**config.mk**
```make
export PLATFORM = sky130hd
export DESIGN_NAME = alu_cmd_queue
export DESIGN_NICKNAME = d
export VERILOG_FILES = /design/src/rtl/alu_cmd_queue_pkg.sv /design/src/rtl/alu_cmd_queue_key_edge.sv /design/src/rtl/alu_cmd_queue.sv
export SDC_FILE = /design/constraint.sdc
export NUM_CORES = 1
export LEC_CHECK = 0
export CAP_MARGIN = 20
export CELL_PAD_IN_SITES_DETAIL_PLACEMENT = 0
export CELL_PAD_IN_SITES_GLOBAL_PLACEMENT = 1
export CORE_MARGIN = 1.5
export CORE_UTILIZATION = 47
export CTS_CLUSTER_SIZE = 8
export DETAILED_ROUTE_END_ITERATION = 10
export MAX_ROUTING_LAYER = met4
export PLACE_DENSITY_LB_ADDON = 0.08
export SYNTH_ARGS = -nofsm -noshare
export SYNTH_HDL_FRONTEND = slang
export SYNTH_SLANG_ARGS = --single-unit
```
**constraint.sdc**
```tcl
create_clock -name clock -period 3.66 [get_ports clock]
set_input_delay 0.915 -clock clock [delete_from_list [all_inputs] [get_ports clock]]
set_output_delay 0.915 -clock clock [all_outputs]
set_load 0.01 [all_outputs]
```
**src/rtl/alu_cmd_queue_pkg.sv**
```systemverilog
// Shared types and constants for the ALU command queue.
// Command word layout, field positions and ALU mode encodings.
package alu_cmd_queue_pkg;

  localparam int CMD_W   = 7;
  localparam int MODE_HI = 6;
  localparam int MODE_LO = 4;
  localparam int A_HI    = 3;
  localparam int A_LO    = 0;

  typedef enum logic [2:0] {
    ALU_ADD  = 3'b000,
    ALU_SUB  = 3'b001,
    ALU_AND  = 3'b010,
    ALU_OR   = 3'b011,
    ALU_XOR  = 3'b100,
    ALU_SHL  = 3'b101,
    ALU_SHR  = 3'b110,
    ALU_PASS = 3'b111
  } alu_mode_e;

  function automatic logic [CMD_W-1:0] pack_cmd(
    input logic [2:0] mode,
    input logic [3:0] a
  );
    return {mode, a};
  endfunction

endpackage

```
**src/rtl/alu_cmd_queue_key_edge.sv**
```systemverilog
// key_edge: synchronizer chain plus falling-edge detector for a raw
// active-low key. Ports: clock, reset (sync, low), key_n in, pulse out.
module key_edge #(
  parameter int SYNC_STAGES = 2
) (
  input  logic clock,
  input  logic reset,
  input  logic key_n,
  output logic pulse
);

  logic [SYNC_STAGES-1:0] sync_q, sync_d;
  // Tracks which chain stages hold genuine samples since reset, so a
  // key held low through reset release is not mistaken for a press.
  logic [SYNC_STAGES-1:0] real_q, real_d;
  logic                   high_q, high_d;
  logic                   last;
  logic                   last_real;

  assign last      = sync_q[SYNC_STAGES-1];
  assign last_real = real_q[SYNC_STAGES-1];

  always_comb begin
    sync_d    = sync_q;
    real_d    = real_q;
    sync_d[0] = key_n;
    real_d[0] = 1'b1;
    for (int i = 1; i < SYNC_STAGES; i++) begin
      sync_d[i] = sync_q[i-1];
      real_d[i] = real_q[i-1];
    end
    high_d = last_real & last;
  end

  assign pulse = high_q & last_real & ~last;

  always_ff @(posedge clock) begin
    if (!reset) begin
      sync_q <= '1;
      real_q <= '0;
      high_q <= 1'b0;
    end else begin
      sync_q <= sync_d;
      real_q <= real_d;
      high_q <= high_d;
    end
  end

endmodule

```
**src/rtl/alu_cmd_queue.sv**
```systemverilog
// Debounced-key command queue feeding an ALU. Ports: clock, reset,
// push_key/step_key/flush, cmd_a/cmd_mode in; alu_*, count/full/empty/overflow out.
module alu_cmd_queue
  import alu_cmd_queue_pkg::*;
#(
  parameter int DEPTH       = 4,
  parameter int SYNC_STAGES = 2
) (
  input  logic                     clock,
  input  logic                     reset,
  input  logic                     push_key,
  input  logic                     step_key,
  input  logic                     flush,
  input  logic [3:0]               cmd_a,
  input  logic [2:0]               cmd_mode,
  output logic [3:0]               alu_a,
  output logic [2:0]               alu_mode,
  output logic                     alu_en,
  output logic [$clog2(DEPTH):0]   count,
  output logic                     full,
  output logic                     empty,
  output logic                     overflow
);

  localparam int AW = $clog2(DEPTH);
  localparam logic [AW:0] FULL_CNT = (AW+1)'(DEPTH);
  localparam logic [AW:0] ONE      = (AW+1)'(1);

  logic push_p, step_p;

  key_edge #(.SYNC_STAGES(SYNC_STAGES)) u_push (
    .clock (clock),
    .reset (reset),
    .key_n (push_key),
    .pulse (push_p)
  );

  key_edge #(.SYNC_STAGES(SYNC_STAGES)) u_step (
    .clock (clock),
    .reset (reset),
    .key_n (step_key),
    .pulse (step_p)
  );

  // Pointers carry one extra wrap bit so full and empty differ.
  logic [AW:0]      wr_ptr_q, wr_ptr_d;
  logic [AW:0]      rd_ptr_q, rd_ptr_d;
  logic [CMD_W-1:0] mem_q [DEPTH];
  logic [CMD_W-1:0] mem_d [DEPTH];
  logic             ovf_q, ovf_d;
  logic [3:0]       alu_a_q, alu_a_d;
  logic [2:0]       alu_mode_q, alu_mode_d;
  logic             alu_en_q, alu_en_d;
  logic [CMD_W-1:0] head;
  logic             do_push, do_step;

  assign count = wr_ptr_q - rd_ptr_q;
  assign full  = (count == FULL_CNT);
  assign empty = (count == '0);
  assign head  = mem_q[rd_ptr_q[AW-1:0]];

  always_comb begin
    wr_ptr_d   = wr_ptr_q;
    rd_ptr_d   = rd_ptr_q;
    mem_d      = mem_q;
    ovf_d      = ovf_q;
    alu_a_d    = alu_a_q;
    alu_mode_d = alu_mode_q;
    // A push into a full queue still fits when the head leaves together.
    do_push    = push_p & (~full | step_p);
    do_step    = step_p & ~empty;
    alu_en_d   = 1'b0;
    if (flush) begin
      wr_ptr_d = '0;
      rd_ptr_d = '0;
      ovf_d    = 1'b0;
    end else begin
      if (do_push) begin
        mem_d[wr_ptr_q[AW-1:0]] = pack_cmd(cmd_mode, cmd_a);
        wr_ptr_d = wr_ptr_q + ONE;
      end
      if (push_p & full & ~step_p)
        ovf_d = 1'b1;
      if (do_step) begin
        alu_a_d    = head[A_HI:A_LO];
        alu_mode_d = head[MODE_HI:MODE_LO];
        alu_en_d   = 1'b1;
        rd_ptr_d   = rd_ptr_q + ONE;
      end
    end
  end

  always_ff @(posedge clock) begin
    if (!reset) begin
      wr_ptr_q   <= '0;
      rd_ptr_q   <= '0;
      ovf_q      <= 1'b0;
      alu_a_q    <= '0;
      alu_mode_q <= '0;
      alu_en_q   <= 1'b0;
      for (int i = 0; i < DEPTH; i++)
        mem_q[i] <= '0;
    end else begin
      wr_ptr_q   <= wr_ptr_d;
      rd_ptr_q   <= rd_ptr_d;
      ovf_q      <= ovf_d;
      alu_a_q    <= alu_a_d;
      alu_mode_q <= alu_mode_d;
      alu_en_q   <= alu_en_d;
      mem_q      <= mem_d;
    end
  end

  assign alu_a    = alu_a_q;
  assign alu_mode = alu_mode_q;
  assign alu_en   = alu_en_q;
  assign overflow = ovf_q;

endmodule

```
After elaboration in Yosys (flattened, before gate mapping)
Cells that the tools add are included.
{ "op_classes": {"add_sub_neg": 3, "magnitude_cmp": 3, "eq_ne": 1, "muxes": 9, "bitwise_logic": 20, "reduce_logical": 5} }
{ "op_table": {"columns": ["cell", "count"], "rows": [
  ["28-bit bitwise mux", 1],
  ["7-bit two-way mux", 3],
  ["7-bit binary-select mux with 2-bit select", 1],
  ["7-bit demux with 2-bit select", 1],
  ["1-bit AND", 10],
  ["1-bit NOT", 7],
  ["3-bit by 1-bit adder with 3-bit output, second input constant", 2],
  ["3-bit >= comparator, second input constant", 2],
  ["2-bit NOT with 3-bit output", 2],
  ["2-bit AND reduction", 2],
  ["3-bit == test, second input constant", 1],
  ["3-bit zero test", 1],
  ["3-bit by 1-bit < comparator with 1-bit output, second input constant", 1],
  ["1-bit two-way mux", 3],
  ["3-bit subtractor", 1],
  ["2-bit OR reduction", 1],
  ["1-bit logical AND", 1],
  ["1-bit OR", 1]
]} }
{ "totals": {"reg_bits": 53, "in_bits": 12, "output_inout_bits": 14, "wordCells": 59} }

Depth between registers and ports, before layout
Gate-level depths: netlist (run 1).
{ "logic_depth": {"depth_word": 6, "mapped_depth": 8, "mapped_depth_nobuf": 7} }

Modules after synthesis
A second synthesis (run 1) with hierarchy kept.
{ "hier_totals": {"cells_unflattened": 214, "hier_area_um2": 2328.5} }
{ "modules_own_cells": {"columns": ["module", "instances", "cells_per_inst", "area_each_um2", "seq_area_each_um2"], "rows": [
  ["alu_cmd_queue", 1, 194, 2058.2, 860.8],
  ["key_edge", 2, 10, 135.1, 100.1]
]} }

Least setup slack after synthesis (run 1)
Ideal clock, no wire load.
{ "synth_path": {"path_type": "register -> output", "from": "register wr_ptr_q[0]", "to": "output port empty", "arrival_ns": 1.774, "t_required_ns": 2.745, "path_slack_ns": 0.971, "path_stages_with_launch": 8, "n_path_buf": 1, "cell_sequence": "dfxtp_1 inv_1 ha_1 fa_1 xnor3_2 buf_6 inv_1 nor2_1"} }
{ "synth_via": {"elab_chain_len": 2} }
{ "synth_rtl": {"columns": ["item", "line", "rtl"], "rows": [
  ["start, declared", "alu_cmd_queue.sv:46", "logic [AW:0] wr_ptr_q, wr_ptr_d;"],
  ["start signal, assigned", "alu_cmd_queue.sv:104", "wr_ptr_q <= wr_ptr_d;"],
  ["3-bit subtractor", "alu_cmd_queue.sv:57", "assign count = wr_ptr_q - rd_ptr_q;"],
  ["via count[2]", "alu_cmd_queue.sv:19", "output logic [$clog2(DEPTH):0] count,"],
  ["3-bit zero test", "alu_cmd_queue.sv:59", "assign empty = (count == '0);"],
  ["end, declared", "alu_cmd_queue.sv:21", "output logic empty,"]
]} }
The timed path passes the listed nets, and every way through them passes these cells.

Worst setup path in the final report (run 1)
{ "layout_path": {"from": "register rd_ptr_q[0]", "to": "output port empty"} }
{ "layout_via": {"elab_chain_len": 2} }
{ "layout_rtl": {"columns": ["item", "line", "rtl"], "rows": [
  ["start, declared", "alu_cmd_queue.sv:47", "logic [AW:0] rd_ptr_q, rd_ptr_d;"],
  ["start signal, assigned", "alu_cmd_queue.sv:105", "rd_ptr_q <= rd_ptr_d;"],
  ["3-bit subtractor", "alu_cmd_queue.sv:57", null],
  ["3-bit zero test", "alu_cmd_queue.sv:59", null]
]} }
No other way between the ends.

==> results of run 1 <==
through the flow:
step	hold WS, ns	instance area (µm²)	std cells	power, W	util
after floorplan	0.386	2330	222	0.000592	-
after global placement	0.390	2640	305	0.000609	0.554
after detailed placement	0.394	2640	305	0.000610	0.554
after CTS	0.414	2740	312	0.000986	0.576
after global routing	0.434	2740	312	0.00101	0.576
final	0.412	2740	312	0.000973	0.576
cells in the final DEF (no fill, tap or decap):
cell type        netlist  final
clkbuf_8               0      5
nand4_1                2      2
buf_2                  1      1
fa_1                   1      1
dfxtp_1               51     51
clkbuf_1              11      1
or4_1                  1      1
nor2b_1                6      6
and2_1                 2      2
o211ai_1               3      3
o31a_2                 1      1
bufinv_16              0      1
nor3_1                 2      2
nand2_1               56     56
a211o_2                1      1
o311ai_4               4      4
clkdlybuf4s50_1        0     24
a2111o_1               1      1
a41oi_1                1      1
nand2b_1               5      5
and3b_1                1      1
mux2i_1               39     39
or4b_2                 1      1
nand2_2                1      1
buf_4                  0      4
mux4_2                 7      7
a21oi_1                1      1
xnor3_2                1      1
nor2_1                 3      3
nand3b_1               2      2
ha_1                   6      6
inv_1                  8      8
and3_1                 2      2
sequential cells by signal, summed over array words and instances, names as in the netlist:
register	flops
mem_q	28
alu_a	4
alu_mode	3
rd_ptr_q	3
wr_ptr_q	3
u_push.sync_q	2
u_step.real_q	2
u_step.sync_q	2
alu_en	1
overflow	1
u_push.high_q	1
u_step.high_q	1
power groups by stage:
stage	logic, W	clock network [W]	registers [W]
5_1_grt	0.0000408	0.000410	0.000561
3_5_place_dp	0.0000370	0	0.000573
2_1_floorplan	0.0000196	0	0.000573
3_3_place_gp	0.0000358	0	0.000573
6_report	0.0000370	0.000377	0.000560
4_1_cts	0.0000370	0.000389	0.000560
cell families after synthesis:
logic type               count (synthesis)
buffers and inverters                   21
multiplexers                            46
flip-flops                              51
AND/OR/NAND/NOR                         84
AO/OA/AOI/OAI                           12
XOR/XNOR                                 1
adder cells (fa/ha/maj)                  7
how the worst max path moves through the flow:
| stage | end | cells after the start |
|---|---|---|
| after floorplan | empty | 7 |
| after global placement | empty | 5 |
| after detailed placement | empty | 5 |
| after CTS | empty | 5 |
| after global routing | empty | 5 |
| final | empty | 5 |
layer usage:
layer	vias up	share of wire	GRT usage
met5	-	0	-
met4	0	0.018	0.0741
met3	9	0.048	0.0425
met2	42	0.48	0.325
met1	770	0.46	0.239
li1	805	-	-
worst max-delay path, cell delays in order, from the launching register on:
cell	delay [ns]
dfxtp_1	0.49
ha_1	0.28
fa_1	0.54
nand2_2	0.21
nor2_1	0.20
clkdlybuf4s50_1	0.57
cell type report:
type / instances / area share
clock buffers: 6 / 0.0265
clock inverters: 1 / 0.0110
inverters: 8 / 0.0110
multi-input cells: 150 / 0.447
flip-flops and latches: 51 / 0.373
well taps: 67 / 0.0306
repair buffers: 29 / 0.101
==> results.ini, run 1 <==
[timing]
rsz0062_at_grt = false
fin_crit_sh = 0.959
tightest_slew_ns = 0.974
final-setup-viol-count = 0
slew_viol_final = 0
setup-tns-final_ns = 0
fin_worst_skew_ns = 0.00942
max_slew_margin = 0.349
fin_crit_ns = 3.51
fmax_mhz = 285
hold_viol_final = 0
setup_slack_ns = 0.151

[synth]
synthMuxAreaShare = 0.235
ys_async_sr_fraction = 0
yosys.area_share.xor_xnor = 0.0102
synth_compound_area_frac = 0.0740
synth_fa_ha_area_frac = 0.0408
yosys_most_used_dff = dfxtp_1
synth_cell_types = 30
yosys-top-cells-area = dfxtp_1 44%, mux2i_1 17%, nand2_1 9.0%, mux4_2 6.8%, o311ai_4 4.5%
ys_ff_latch = 51
synth_top_area_frac = 0.438
postSynthCellCount = 222
synth_area_per_cell_um2 = 10.5
synth_area_leader_cell = dfxtp_1
synth_commonest_cells = 56 x nand2_1, 51 x dfxtp_1, 39 x mux2i_1
syn_area_mm2 = 0.00233
synth_simple_gate_area_frac = 0.165
synth_top_family_by_area = multiplexers
synth-edff-count = 0
yosys_warnings = 0
syn_nets = 241
yosysSeqAreaShare = 0.438
synth.most_common_cell = nand2_1

[clocking]
ctsRootBufferMaster = clkbuf_8
cts_setup_buffers = 0
ctsHoldBuffers = 0
clockBufferDepth = 2
clk_latency_ns = 0.30
cts_tree = done
cts_buffers = 5
cts_resized = 0
clk_pin_slew_ns = 0.09
cts_max_level = 2
cts.sinks = 51

[global_route]
antenna_found_initial = 0
grt_pass1_vias = 1618
grt_max_degree = 60
grt_pass1_wl_um = 7680
globalRoute.totalOverflow = 0
grt.total_usage = 0.198

[power_and_ir_drop]
power_frac_clock = 0.387
vdd.ir_drop.worst_mv = 0.231
pwr_density_cell_mw_per_mm2 = 356
p_leak_nw = 1.19
p_sw_frac = 0.204
seq_power_share = 0.575
switchingPower_w = 0.000198
p_int_w = 0.000775
combPwrFrac = 0.038

[detailed_routing]
vias = 1626
routed_wl_um = 4710
wl_per_cell_um = 15.1
viasPerCell = 5.21
dr.pass1.iters = 4
drc_errors = 0
drt_iter0_drc = 72
antenna_left = 0

[setup_path]
reg2regPathDepth = 6
critPathKind = reg2out
worstPathArrival_ns = 2.59
r2r-start = rd_ptr_q[0]
crit_start = rd_ptr_q[0]
end_kind = output port
regToRegEndpoint = mem_q[21]
r2r_slack_ns = 1.00
cp.required_ns = 2.74
cp-start-kind = register
worst-path-max-fanout = 11

[placement]
place_ws_ns = 0.507
gp_congestion = 0.826
hpwl_um = 3350
port_buffers = 25

[min_path]
min_from = u_step.sync_q[0]
hold_depth = 1
hold_path_class = reg2reg
min_to = u_step.sync_q[1]

[floorplan]
die_y_um = 73.5
initial_utilization = 0.491
core_region_area_mm2 = 0.00475
ioPinCount = 26
fp-row-count = 25
die_w_um = 73.5
dieArea_mm2 = 0.00540

[finish]
syn_to_final_growth_pct = 17.3
nets = 264
seq_area_mm2 = 0.00102
multi_input_area_mm2 = 0.00122
antenna_cells = 0
layout-drive-gt1-share = 0.110
fill_cells = 429

[run]
max_cap_violations = 0

[status]
status = completed

Note: power is estimated with default switching activity, not from simulation.
==> run 2, diff against run 1 <==
--- a/config.mk
+++ b/config.mk
@@ -13,7 +13,7 @@
 export CTS_CLUSTER_SIZE = 8
 export DETAILED_ROUTE_END_ITERATION = 10
 export MAX_ROUTING_LAYER = met4
-export PLACE_DENSITY_LB_ADDON = 0.08
+export PLACE_DENSITY_LB_ADDON = 0.1
 export SYNTH_ARGS = -nofsm -noshare
 export SYNTH_HDL_FRONTEND = slang
 export SYNTH_SLANG_ARGS = --single-unit
==> run 2 against run 1 <==
Fmax is 2.1% higher; count of clock-buffer cells in the layout stayed put; final area is 0.82% higher; die area stayed put; worst hold slack better by 0.0073 ns; largest power group unchanged.
==> results.ini, run 2 (synthesis results as in run 1) <==
[setup_path]
reg2regPathDepth = 7  ; +1
end_kind = output port
crit_start = wr_ptr_q[0]
cp.required_ns = 2.74  ; about the same
worstPathArrival_ns = 2.52  ; -0.07 ns
worst-path-max-fanout = 10  ; -1
r2r-start = wr_ptr_q[0]
critPathKind = reg2out
cp-start-kind = register
r2r_slack_ns = 1.11  ; +0.11 ns
critPathCapture = full
regToRegEndpoint = mem_q[21]

[detailed_routing]
wl_per_cell_um = 13.9  ; -7.8%
viasPerCell = 5.07  ; -2.7%
drt_iter0_drc = 62  ; -14%
dr.pass1.iters = 4  ; unchanged
antenna_left = 0  ; unchanged
vias = 1593  ; -2.0%
drc_errors = 0  ; unchanged
routed_wl_um = 4370  ; -7.2%

[finish]
syn_to_final_growth_pct = 18.3
multi_input_area_mm2 = 0.00122  ; unchanged
utilization = 0.581  ; +0.00474
largest_register_ffs = 28  ; unchanged
final_cell_mix = 56 x nand2_1, 51 x dfxtp_1, 39 x mux2i_1
seq_area_mm2 = 0.00102  ; unchanged
final_common_cell = nand2_1
fill_cells = 429  ; unchanged
antenna_cells = 0  ; unchanged
nets = 265  ; +0.38%
layout-drive-gt1-share = 0.121  ; +0.0113
regMostFlops = mem_q
fin_cells = 314  ; +0.64%

[power_and_ir_drop]
p_leak_nw = 1.20  ; +1.3%
vdd.ir_drop.worst_mv = 0.236  ; +2.2%
pwr_density_cell_mw_per_mm2 = 360  ; +1.1%

[placement]
port_buffers = 25  ; unchanged
dpl.cell_count = 306  ; +0.33%
hpwl_um = 3120  ; -6.9%
gp_congestion = 0.836  ; +1.2%
place_ws_ns = 0.558  ; +0.0512 ns

[timing]
setup_slack_ns = 0.224  ; +0.0737 ns
fin_crit_sh = 0.939  ; -0.0201
slew_viol_final = 0  ; unchanged
hold_viol_final = 0  ; unchanged
max_slew_margin = 0.356  ; +0.00621
setup-tns-final_ns = 0  ; unchanged
fmax_mhz = 291  ; +2.1%
fin_crit_ns = 3.44  ; -0.0737 ns
fin_worst_skew_ns = 0.00372  ; -0.00570 ns
holdWs_ns = 0.419  ; +0.00728 ns
rsz0062_at_grt = false
tightest_slew_ns = 0.965  ; -0.00930 ns
final-setup-viol-count = 0  ; unchanged

[clocking]
cts_max_level = 2  ; unchanged
cts_tree = done
cts.sinks = 51  ; unchanged
clk_pin_slew_ns = 0.09  ; about the same
clockBufferDepth = 2  ; unchanged
cts_setup_buffers = 0  ; unchanged
ctsHoldBuffers = 0  ; unchanged
cts_resized = 0  ; unchanged
cts_buffers = 5  ; unchanged
ctsRootBufferMaster = clkbuf_8
clk_latency_ns = 0.29  ; about the same

[floorplan]
die_y_um = 73.5  ; unchanged
dieArea_mm2 = 0.00540  ; unchanged
fp-row-count = 25  ; unchanged
ioPinCount = 26  ; unchanged
initial_utilization = 0.491  ; unchanged
die_w_um = 73.5  ; unchanged
core_region_area_mm2 = 0.00475  ; unchanged

[global_route]
antenna_found_initial = 0  ; unchanged
grt_max_degree = 60  ; unchanged
globalRoute.totalOverflow = 0  ; unchanged
grt_pass1_wl_um = 7430  ; -3.2%
grt.total_usage = 0.190  ; -0.00846
grt_pass1_vias = 1593  ; -1.5%

[status]
status = completed

[min_path]
hold_path_class = reg2reg

[run]
max_cap_violations = 0  ; unchanged

-- run 2: changes by cell type in the layout (fill, tap and decap cells not counted) --
cell and delta:
clkbuf_8 +1, clkbuf_1 -1, buf_4 +1, clkinv_2 +1
-- run 2: critical path: stages (launching register included) --
cell and delay [ns]:
dfxtp_1 0.39, inv_1 0.11, ha_1 0.22, fa_1 0.37, xnor3_2 0.26, buf_4 0.21, nor2_1 0.11, clkdlybuf4s50_1 0.55
-- run 2: metrics by stage --
step / cell area [µm²] / power, W
detailed placement: 2640 / 0.000611
global route: 2760 / 0.00103
finish: 2760 / 0.000993
floorplan: 2330 / 0.000592
CTS: 2760 / 0.00101
global placement: 2640 / 0.000609
-- run 2: area by class of cell --
type	count	share of cell area
timing repair buffer	30	0.102
multi-input combinational	150	0.444
clock inverter	2	0.0127
tap	67	0.0304
inverter	8	0.0109
clock buffer	6	0.0299
sequential	51	0.370
-- run 2: worst min-delay path by stage --
stage | cells past startpoint | end | from
floorplan | 1 | u_push.sync_q[1] | u_push.sync_q[0]
global placement | 1 | u_push.sync_q[1] | u_push.sync_q[0]
detailed placement | 1 | u_push.sync_q[1] | u_push.sync_q[0]
CTS | 1 | u_push.sync_q[1] | u_push.sync_q[0]
global route | 1 | u_step.sync_q[1] | u_step.sync_q[0]
finish | 1 | u_push.sync_q[1] | u_push.sync_q[0]
-- run 2: power breakdown --
part | internal [W] | total (W) | switching (W)
sequential | 0.000558 | 0.000560 | 0.00000139
combinational | 0.0000163 | 0.0000369 | 0.0000206
clock | 0.000221 | 0.000396 | 0.000175
-- run 2: routing by layer --
metal / vias to the layer above / global-route usage / routed length [µm]
met4: 0 / 0.0576 / 29
met3: 2 / 0.0370 / 107
met2: 24 / 0.307 / 2130
met1: 757 / 0.240 / 2110
met5: - / - / 0
li1: 810 / - / -
==> run 3, diff against run 2 <==
--- a/config.mk
+++ b/config.mk
@@ -16,4 +16,5 @@
 export PLACE_DENSITY_LB_ADDON = 0.1
 export SYNTH_ARGS = -nofsm -noshare
 export SYNTH_HDL_FRONTEND = slang
+export SYNTH_HIERARCHICAL = 1
 export SYNTH_SLANG_ARGS = --single-unit
==> run 3 against run 2 <==
Routed wire length fell by 4.2%; register-to-register slack barely moved; clock skew barely moved; critical path type unchanged.
==> results.ini, run 3 <==
[status]
status = completed

[timing]
max_slew_margin = 0.433  ; +0.0774
hold_viol_final = 0  ; unchanged
fin_worst_skew_ns = 0.00336  ; -0.000368 ns
final-setup-viol-count = 0  ; unchanged
setup-tns-final_ns = 0  ; unchanged
rsz0062_at_grt = false
tightest_slew_ns = 0.849  ; -0.116 ns
fmax_mhz = 298  ; +2.5%
fin_crit_ns = 3.35  ; -0.0840 ns
fin_crit_sh = 0.916  ; -0.0229
slew_viol_final = 0  ; unchanged
holdWs_ns = 0.413  ; -0.00571 ns

[synth]
synth_cell_types = 29  ; -3.3%
synth_simple_gate_area_frac = 0.145  ; -0.0206
synth_compound_area_frac = 0.0790  ; +0.00500
yosys.area_share.xor_xnor = 0.0140  ; +0.00378
yosysSeqAreaShare = 0.456  ; +0.0181
syn_nets = 233  ; -3.3%
synth_area_per_cell_um2 = 10.9  ; +3.5%
synth_top_family_by_area = multiplexers
synth-edff-count = 0  ; unchanged
synth.most_common_cell = nand2_1
ys_ff_latch = 53  ; +3.9%
yosys-top-cells-area = dfxtp_1 46%, mux2i_1 17%, nand2_1 9.5%, mux4_2 6.8%, o2111ai_4 4.5%
postSynthCellCount = 214  ; -3.6%
yosys_warnings = 6  ; +6
synth_fa_ha_area_frac = 0.0408  ; +0.0000876
synthMuxAreaShare = 0.240  ; +0.00480
yosys_most_used_dff = dfxtp_1
syn_area_mm2 = 0.00233  ; -0.21%
synth_top_area_frac = 0.456  ; +0.0181
ys_async_sr_fraction = 0  ; unchanged
synth_commonest_cells = 59 x nand2_1, 53 x dfxtp_1, 40 x mux2i_1
synth_area_leader_cell = dfxtp_1

[finish]
syn_to_final_growth_pct = 17.6
utilization = 0.576  ; -0.00447
nets = 260  ; -1.9%
fin_cells = 309  ; -1.6%
final_common_cell = nand2_1
fill_cells = 424  ; -1.2%
largest_register_ffs = 28  ; unchanged
regMostFlops = mem_q
final_cell_mix = 59 x nand2_1, 53 x dfxtp_1, 40 x mux2i_1
antenna_cells = 0  ; unchanged
final_area_mm2 = 0.00274  ; -0.77%
layout-drive-gt1-share = 0.116  ; -0.00576

[detailed_routing]
routed_wl_um = 4190  ; -4.2%
wl_per_cell_um = 13.6  ; -2.7%
drc_errors = 0  ; unchanged
antenna_left = 0  ; unchanged
vias = 1565  ; -1.8%
dr.pass1.iters = 4  ; unchanged
drt_iter0_drc = 28  ; -55%
viasPerCell = 5.06  ; -0.17%

[placement]
port_buffers = 25  ; unchanged
hpwl_um = 3040  ; -2.6%
dpl.cell_count = 300  ; -2.0%
place_area_mm2 = 0.00265  ; about the same
gp_congestion = 0.794  ; -5.0%

[min_path]
hold_depth = 1  ; unchanged
hold_path_class = reg2reg

[setup_path]
cp-start-kind = register
cp.required_ns = 2.74  ; about the same
reg2regPathDepth = 6  ; -1
worstPathArrival_ns = 2.44  ; -0.08 ns
path_buf_inv = 3  ; unchanged
critPathTopFamily = buffers and inverters
critPathKind = reg2out
worst-path-max-fanout = 4  ; -6
path_cells = inv_1 > ha_1 > fa_1 > xnor3_2 > inv_2 > nor2_1 > clkdlybuf4s50_1
slowest_stage = clkdlybuf4s50_1
end_kind = output port
cpPeakStageDelay_ns = 0.54  ; about the same
cp.depth = 7  ; unchanged

[floorplan]
dieArea_mm2 = 0.00539  ; -0.20%
ioPinCount = 26  ; unchanged
fp-row-count = 25  ; unchanged
initial_utilization = 0.490  ; -0.00105
die_y_um = 73.4  ; -0.10%
die_w_um = 73.4  ; -0.10%
core_region_area_mm2 = 0.00475  ; unchanged

[clocking]
cts_tree = done
cts.sinks = 53  ; +3.9%
cts_setup_buffers = 0  ; unchanged
cts_resized = 0  ; unchanged
clockBufferDepth = 2  ; unchanged
cts_buffers = 5  ; unchanged
clk_latency_ns = 0.30  ; about the same
ctsHoldBuffers = 0  ; unchanged
ctsRootBufferMaster = clkbuf_8
clk_pin_slew_ns = 0.09  ; about the same
cts_max_level = 2  ; unchanged

[global_route]
antenna_found_initial = 0  ; unchanged
globalRoute.totalOverflow = 0  ; unchanged
grt.total_usage = 0.181  ; -0.00893
grt_pass1_wl_um = 7100  ; -4.5%
grt_max_degree = 60  ; unchanged
grt_pass1_vias = 1491  ; -6.4%

[run]
max_cap_violations = 0  ; unchanged

[power_and_ir_drop]
p_leak_nw = 1.23  ; +1.9%
pwr_density_cell_mw_per_mm2 = 344  ; -4.3%
vdd.ir_drop.worst_mv = 0.206  ; -13%

## run 3: cell count changes in the layout (fill, tap and decap cells not counted), sizes merged, moves of 2 or more
cell | previous run | this run
nand2 | 57 | 59
o2111ai | 0 | 5
o211ai | 3 | 1
nand4 | 2 | 0
o211a | 0 | 2
dfxtp | 51 | 53
o21a | 0 | 3
o311ai | 4 | 0
nor2b | 6 | 1
## run 3: stage by stage
step	power [W]	setup slack [ns]
floorplan	0.000616	0.967
global placement	0.000632	0.487
detailed placement	0.000633	0.419
CTS	0.000954	0.0810
global route	0.000977	0.149
finish	0.000943	0.308
## run 3: path summary, 6_finish.rpt
path	startpoint	end	slack, ns
worst max register to register	wr_ptr_q[0]	mem_q[6]	1.10
worst min register to register	u_step/sync_q[0]	u_step/sync_q[1]	0.41
worst max-delay path	wr_ptr_q[0]	empty	0.31
worst min-delay path	u_step/sync_q[0]	u_step/sync_q[1]	0.41
## run 3: power breakdown
part           switching, W  internal [W]
combinational     0.0000209     0.0000158
clock              0.000187      0.000137
sequential       0.00000132      0.000581
total              0.000209      0.000734
## run 3: cell families (layout without fill, tap and decap cells)
group | Yosys count | count (layout)
flops | 53 | 53
simple gates | 77 | 77
mux | 47 | 47
xor+xnor | 2 | 2
buf+inv | 16 | 44
compound gates | 12 | 12
fa+ha+maj | 7 | 7
## run 3: per-layer routing
metal	global-route usage	vias up	share of wire
met5	-	-	0
met4	0.0638	0	0.015
met3	0.0425	8	0.045
met2	0.287	41	0.47
met1	0.226	733	0.47
li1	-	783	-
## run 3: layout make-up
type,instances,area [µm²],share of cell area
inverter,7,26.3,0.00959
clock inverter,2,13.8,0.00503
clock buffer,6,72.6,0.0265
timing repair buffer,29,275,0.101
tap,67,83.8,0.0306
sequential,53,1060,0.387
multi-input combinational,145,1210,0.440
